`src/rtl/prbs16_pkg.sv`:
```
// prbs16_pkg: shared definitions for the PRBS16 generator/checker pair.
//   PRBS_W        width of the sequence shift register
//   TAP_A..TAP_D  polynomial taps x^16 + x^14 + x^13 + x^11 + 1
//   chk_state_e   checker FSM states
package prbs16_pkg;

    localparam int PRBS_W = 16;

    localparam int TAP_A = 16;
    localparam int TAP_B = 14;
    localparam int TAP_C = 13;
    localparam int TAP_D = 11;

    typedef enum logic {
        SEARCH = 1'b0,
        LOCKED = 1'b1
    } chk_state_e;

endpackage

```
`src/rtl/prbs16_next.sv`:
```
// prbs16_next: combinational next-bit function of the PRBS16 sequence.
// Shared by the generator and the checker so the two cannot diverge.
// Ports:
//   state_i [PRBS_W-1:0]  in   current shift register, bit 15 oldest, bit 0 newest
//   bit_o                 out  next sequence bit
module prbs16_next
    import prbs16_pkg::*;
(
    input  logic [PRBS_W-1:0] state_i,
    output logic              bit_o
);

    // The all-zero state would otherwise repeat forever; force a 1 to escape it.
    assign bit_o = (state_i == '0) ? 1'b1
                 : (state_i[TAP_A-1] ^ state_i[TAP_B-1] ^ state_i[TAP_C-1] ^ state_i[TAP_D-1]);

endmodule

```
`config.mk`:
```
export PLATFORM = sky130hd
export DESIGN_NAME = prbs16_next
export DESIGN_NICKNAME = d
export VERILOG_FILES = /design/src/rtl/prbs16_pkg.sv /design/src/rtl/prbs16_next.sv
export SDC_FILE = /design/constraint.sdc
export NUM_CORES = 1
export LEC_CHECK = 0
export CAP_MARGIN = 20
export CELL_PAD_IN_SITES_DETAIL_PLACEMENT = 1
export CELL_PAD_IN_SITES_GLOBAL_PLACEMENT = 2
export CORE_AREA = 2 2 39 41
export DETAILED_ROUTE_END_ITERATION = 16
export DIE_AREA = 0 0 41 43
export GPL_TIMING_DRIVEN = 0
export PLACE_DENSITY_LB_ADDON = 0.15
export SLEW_MARGIN = 20
export SYNTH_ARGS = -nofsm -noshare
export SYNTH_HDL_FRONTEND = slang
export SYNTH_SLANG_ARGS = --single-unit
```
`constraint.sdc`:
```
create_clock -name vclk -period 1.48
set_input_delay 0.296 -clock vclk [all_inputs]
set_output_delay 0.296 -clock vclk [all_outputs]
set_load 0.02 [all_outputs]
```
== Word level (Yosys, flattened, before mapping) ==
Cells that the tools add are included.

* Bits in writable memories: 0
* Output and inout port bits: 1
* Flip-flop bits (word level): 0
* Memories: 0
* Logic and storage cells: 5
* Memory bits (read-only): 0
* Latch bits: 0
* Input bits: 16

* Reductions and logical operators: 1
* Shift-type cells: 0
* $add $sub $neg: 0
* Bitwise operators: 3
* Multipliers: 0
* Magnitude comparators: 0
* Equal/unequal tests: 0
* Div/mod/pow operators: 0
* Mux-type cells: 1

{| class="wikitable"
|+ Operator list
! kind !! number
|-
| $logic_not A16 Y1 || 1
|-
| $xor A1 B1 Y1 || 3
|-
| $mux W1 || 1
|}

== Longest topological paths before layout ==
Gate-level depths: netlist of run 1.

* Depth in word-level cells: 4
* Depth in mapped cells: 3
* Depth with buffers taken out: 3

== Worst setup path before layout of run 1 ==
Ideal clock, no wire load.

* Path kind: input -> output
* From: input state_i[1]
* To: output bit_o
* Required time: 1184 ps
* Cell stages on the path: 3
* Arrival: 823 ps
* Path buffers: 0
* Path slack: 361 ps
* Path through: nor4_1 -> nand4_1 -> nand2_1

* Word-level cells in the longest chain between the ends: 2

{| class="wikitable"
|+ RTL lines
! element !! line !! text
|-
| start, declared || prbs16_next.sv:9 || <nowiki>input logic [PRBS_W-1:0] state_i,</nowiki>
|-
| $logic_not A16 Y1 || prbs16_next.sv:14 || <nowiki>assign bit_o = (state_i == '0) ? 1'b1</nowiki>
|-
| $mux W1 || prbs16_next.sv:14 ||
|-
| end, declared || prbs16_next.sv:10 || <nowiki>output logic bit_o</nowiki>
|}

Every way passes these cells.

== Final worst setup path of run 1 ==
* From: input state_i[14]
* To: output bit_o

The elaborated chain is that of the path after synthesis.

==> results.yml, run 1 <==
outcome:
  status: "finished, final reports clean"
floorplan:
  die_y_um: 43
  rows: 14
  die_area_um2: 1760
  io_pins: 17
  die_w_um: 41
  initial_utilization: 0.0443
  core_area_um2: 1380
worst_setup_path:
  required_ns: 1.18
  cp-start-kind: "input port"
  crit_type: "in2out"
  endpoint_kind: "primary output"
  cp.arrival_ns: 1.13
  cp_max_fo: 1
global_routing:
  grt-busiest-layer: "met2"
  met3_usage: 0.0105
  global_route.usage.total: 0.0320
  grt_pass1_wl_um: 420
  grt-ovfl-total: 0
  grtUsageMet1: 0.0316
  antenna_found_initial: 0
  grt_pass1_vias: 124
  grt_max_degree: 3
  met2_usage: 0.0625
hold_path:
  worstHoldStart: "state_i[5]"
  min_path_cells: 5
  hold_class: "in2out"
  holdPathEnd: "bit_o"
route:
  drtIter0Drc: 0
  drt-total-wl_um: 464
  routed-via-count: 147
  avgRoutedWirePerCell_um: 11.0
  final_antenna_net_count: 0
  via_per_inst: 3.50
  drc_errors: 0
  first_pass_iters: 1
power:
  powerDensity_nw_per_um2: 273
  internal_power_uw: 42.0
  clkPwrFrac: 0
  ir_drop_mv: 0.0548
  p_leak_nw: 0.107
  switching_share: 0.412
  p_seq_frac: 0
  p_switching_uw: 29.4
  power_uw: 71.4
  combPwrFrac: 1.000
finish:
  area_growth_pct: 327
  final-instance-count-excl-fill: 42
  seqCellArea_um2: 0
  stdcell_area_um2: 262
  finish.utilization: 0.189
  nets: 44
  clock_buffers: 0
  drive_gt1_frac: 0.192
  num_antenna_cells: 0
  seq_cell_count: 0
  fillers: 163
sta:
  fmax_mhz: 702
  final-hold-violation-count: 0
  finalCritPeriodShare: 0.963
  worst_hold_slack_ns: 1.06
  worst_slack_ns: 0.0551
  tightest_slew_ns: 0.223
  min_period_ns: 1.42
  maxSlewViolCount: 0
  max-slew-margin-rel: 0.850
  setup-violations-final: 0
  tns_ns: 0
logic_synthesis:
  synth_top_area_frac: 0.408
  yosysUniqueCellTypes: 5
  synth.area.top_cells: "nor4_1 (41%), xor2_1 (29%), xnor2_1 (14%)"
  syn_inst: 9
  avgSynthCellArea_um2: 6.81
  yosys_warnings: 0
  synth_fp_nets: 25
  synth_seq_area_share: 0
  syn_area_um2: 61.3
  synth_top_area_cell: "nor4_1"
job:
  maxCapViolations: 0
placement:
  placed_cell_area_um2: 251
  dp_worst_setup_slack_ns: -0.704
  hpwl_um: 378
  place_inst: 42
  port_buffers: 17
  gp_congestion: 0.523
cells by family (layout without fill, tap and decap cells):
| logic type | count (synthesis) | after routing | share of synthesized area |
|---|---|---|---|
| buffers and inverters | 0 | 17 | 0 |
| AND/OR/NAND/NOR | 6 | 6 | 0.571 |
| XOR/XNOR | 3 | 3 | 0.429 |
layout make-up:
type,count,area (um^2),area share
multi-input cells,9,86.3,0.330
well taps,16,20.0,0.0766
repair buffers,17,155,0.593
worst max path at each step:
stage                           start    end  cells after the start
after floorplan            state_i[1]  bit_o                      3
after global placement    state_i[13]  bit_o                      5
after detailed placement  state_i[13]  bit_o                      5
after CTS                 state_i[15]  bit_o                      5
after global routing       state_i[8]  bit_o                      5
final                     state_i[14]  bit_o                      5
power groups by stage:
stage	clock network, mW	logic [mW]	registers, mW
after floorplan	0	0.0208	0
after global placement	0	0.0781	0
after detailed placement	0	0.0786	0
after CTS	0	0.0694	0
after global routing	0	0.0756	0
final	0	0.0714	0
cells in the final DEF, fill, tap and decap left out:
master            n
xor2_1            2
clkdlybuf4s15_1   3
buf_6             1
nand2_1           1
nand4_1           1
xnor2_1           1
nor4_2            4
dlygate4sd2_1    13
metal layers:
metal	vias up	part of all wire
met3	0	0.21
met2	17	0.39
met5	-	0
met1	59	0.40
li1	71	-
met4	0	0
critical path, stage by stage:
cell	delay, ns
dlygate4sd2_1	0.24
nor4_2	0.27
nand4_1	0.12
nand2_1	0.09
buf_6	0.11
synthesized netlist by cell type:
library cell	instances
nand4_1	1
xnor2_1	1
nor4_1	4
nand2_1	1
xor2_1	2
timing repair:
item                       CTS  global route
pin swaps                    8             4
setup endpoints to repair    1             1
setup buffers                0             0
hold buffers                 0             0
gates resized for setup     25             4
No activity file was read; power rests on OpenSTA's default activity.
==> inputs of run 2 (changes only) <==
PLACE_DENSITY = 0.77   (was unset)
PLACE_DENSITY_LB_ADDON = unset   (was 0.15)
==> run 2 against run 1 <==
Compared with the run above:
- critical path depth is the same
- final area fell by 4.8%
- worst setup slack got worse by 0.0044 ns
- die area is the same
- clock-buffer cell count unchanged
- global-route usage up 0.50 points
- utilization fell by 0.90 points
- critical path type unchanged
- critical endpoint unchanged
==> results.yml, run 2 (synthesis results as in run 1) <==
route:
  drc_errors: 0
  wl_met2_um: 173
  drtIter0Drc: 0
  wl_met3_um: 82
  routed-via-count: 140
  first_pass_iters: 1
  final_antenna_net_count: 0
  drt-total-wl_um: 377
  top_layer_used: "met3"
  avgRoutedWirePerCell_um: 8.98
  wl_met1_um: 121
  via_per_inst: 3.33
worst_setup_path:
  cp-start-kind: "input port"
  cp.arrival_ns: 1.13
  crit_type: "in2out"
  endpoint_kind: "primary output"
  required_ns: 1.18
  cp_max_fo: 1
sta:
  min_period_ns: 1.43
  final-hold-violation-count: 0
  worst_hold_slack_ns: 0.996
  tightest_slew_ns: 0.222
  tns_ns: 0
  setup-violations-final: 0
  max-slew-margin-rel: 0.851
  maxSlewViolCount: 0
  finalCritPeriodShare: 0.966
  fmax_mhz: 700
power:
  power_uw: 68.6
  ir_drop_mv: 0.0340
  p_switching_uw: 28.0
  powerDensity_nw_per_um2: 276
  clkPwrFrac: 0
  combPwrFrac: 1.000
  switching_share: 0.408
  internal_power_uw: 40.6
  p_leak_nw: 0.107
  p_seq_frac: 0
global_routing:
  grt_pass1_vias: 134
  grt-ovfl-total: 0
  grt_max_degree: 3
  global_route.usage.total: 0.0370
  antenna_found_initial: 0
  grt_pass1_wl_um: 503
finish:
  seq_cell_count: 0
  area_growth_pct: 306
  clock_buffers: 0
  multi_input_area_um2: 80.1
  final_common_cell: "dlygate4sd2_1"
  finish.utilization: 0.180
  seqCellArea_um2: 0
  drive_gt1_frac: 0.192
  most-common-layout-cells: "dlygate4sd2_1 (14), nor4_2 (3), xor2_1 (2)"
  fillers: 167
  num_antenna_cells: 0
  nets: 44
floorplan:
  die_y_um: 43
  io_pins: 17
  die_w_um: 41
  core_area_um2: 1380
  rows: 14
  initial_utilization: 0.0443
  die_area_um2: 1760
hold_path:
  worstHoldStart: "state_i[15]"
  hold_class: "in2out"
  min_path_cells: 5
  holdPathEnd: "bit_o"
outcome:
  status: "finished, final reports clean"
placement:
  gp_congestion: 0.418
  hpwl_um: 337
  port_buffers: 17
cts:
  cts_setup_buffers: 0
  cts_hold_buf: 0
job:
  maxCapViolations: 0
run 2: cell count changes in the layout (fill, tap and decap cells not counted):
cell / delta
clkdlybuf4s15_1: -2
nor4_1: +1
dlygate4sd2_1: +1
clkbuf_2: +1
nor4_2: -1
run 2: critical path, stage by stage:
cell           delay (ns)
dlygate4sd2_1        0.24
nor4_2               0.27
nand4_1              0.12
nand2_1              0.09
buf_6                0.11
run 2: layer usage:
metal,vias to the layer above,track usage
met3,0,0.00524
met1,58,0.0475
li1,73,-
met4,0,0
met2,9,0.0656
met5,-,0
run 2: power groups by stage:
| stage | Combinational (mW) | Sequential [mW] | Clock [mW] |
|---|---|---|---|
| global placement | 0.0776 | 0 | 0 |
| detailed placement | 0.0785 | 0 | 0 |
| finish | 0.0686 | 0 | 0 |
| CTS | 0.0680 | 0 | 0 |
| floorplan | 0.0208 | 0 | 0 |
| global route | 0.0739 | 0 | 0 |
run 2: timing repair:
item	CTS	global route
pin swaps	9	4
resized for setup	24	4
endpoints found under the setup margin	1	1
run 2: cell type report:
type	count	area share
tap	16	0.0804
multi-input combinational	9	0.322
timing repair buffer	17	0.598
run 2: how the worst max path moves through the flow:
stage | start | endpoint | slack, ns | depth (start not counted)
floorplan | state_i[1] | bit_o | 0.36 | 3
global placement | state_i[13] | bit_o | -0.67 | 5
detailed placement | state_i[13] | bit_o | -0.69 | 5
CTS | state_i[15] | bit_o | 0.02 | 5
global route | state_i[14] | bit_o | -0.01 | 5
finish | state_i[14] | bit_o | 0.05 | 5
run 2: stage by stage:
step / area (um^2) / instances / setup WS [ns]
floorplan: 61.3 / 9 / 0.361
global placement: 251 / 42 / -0.670
detailed placement: 251 / 42 / -0.693
CTS: 245 / 42 / 0.0182
global route: 249 / 42 / -0.0148
finish: 249 / 42 / 0.0507
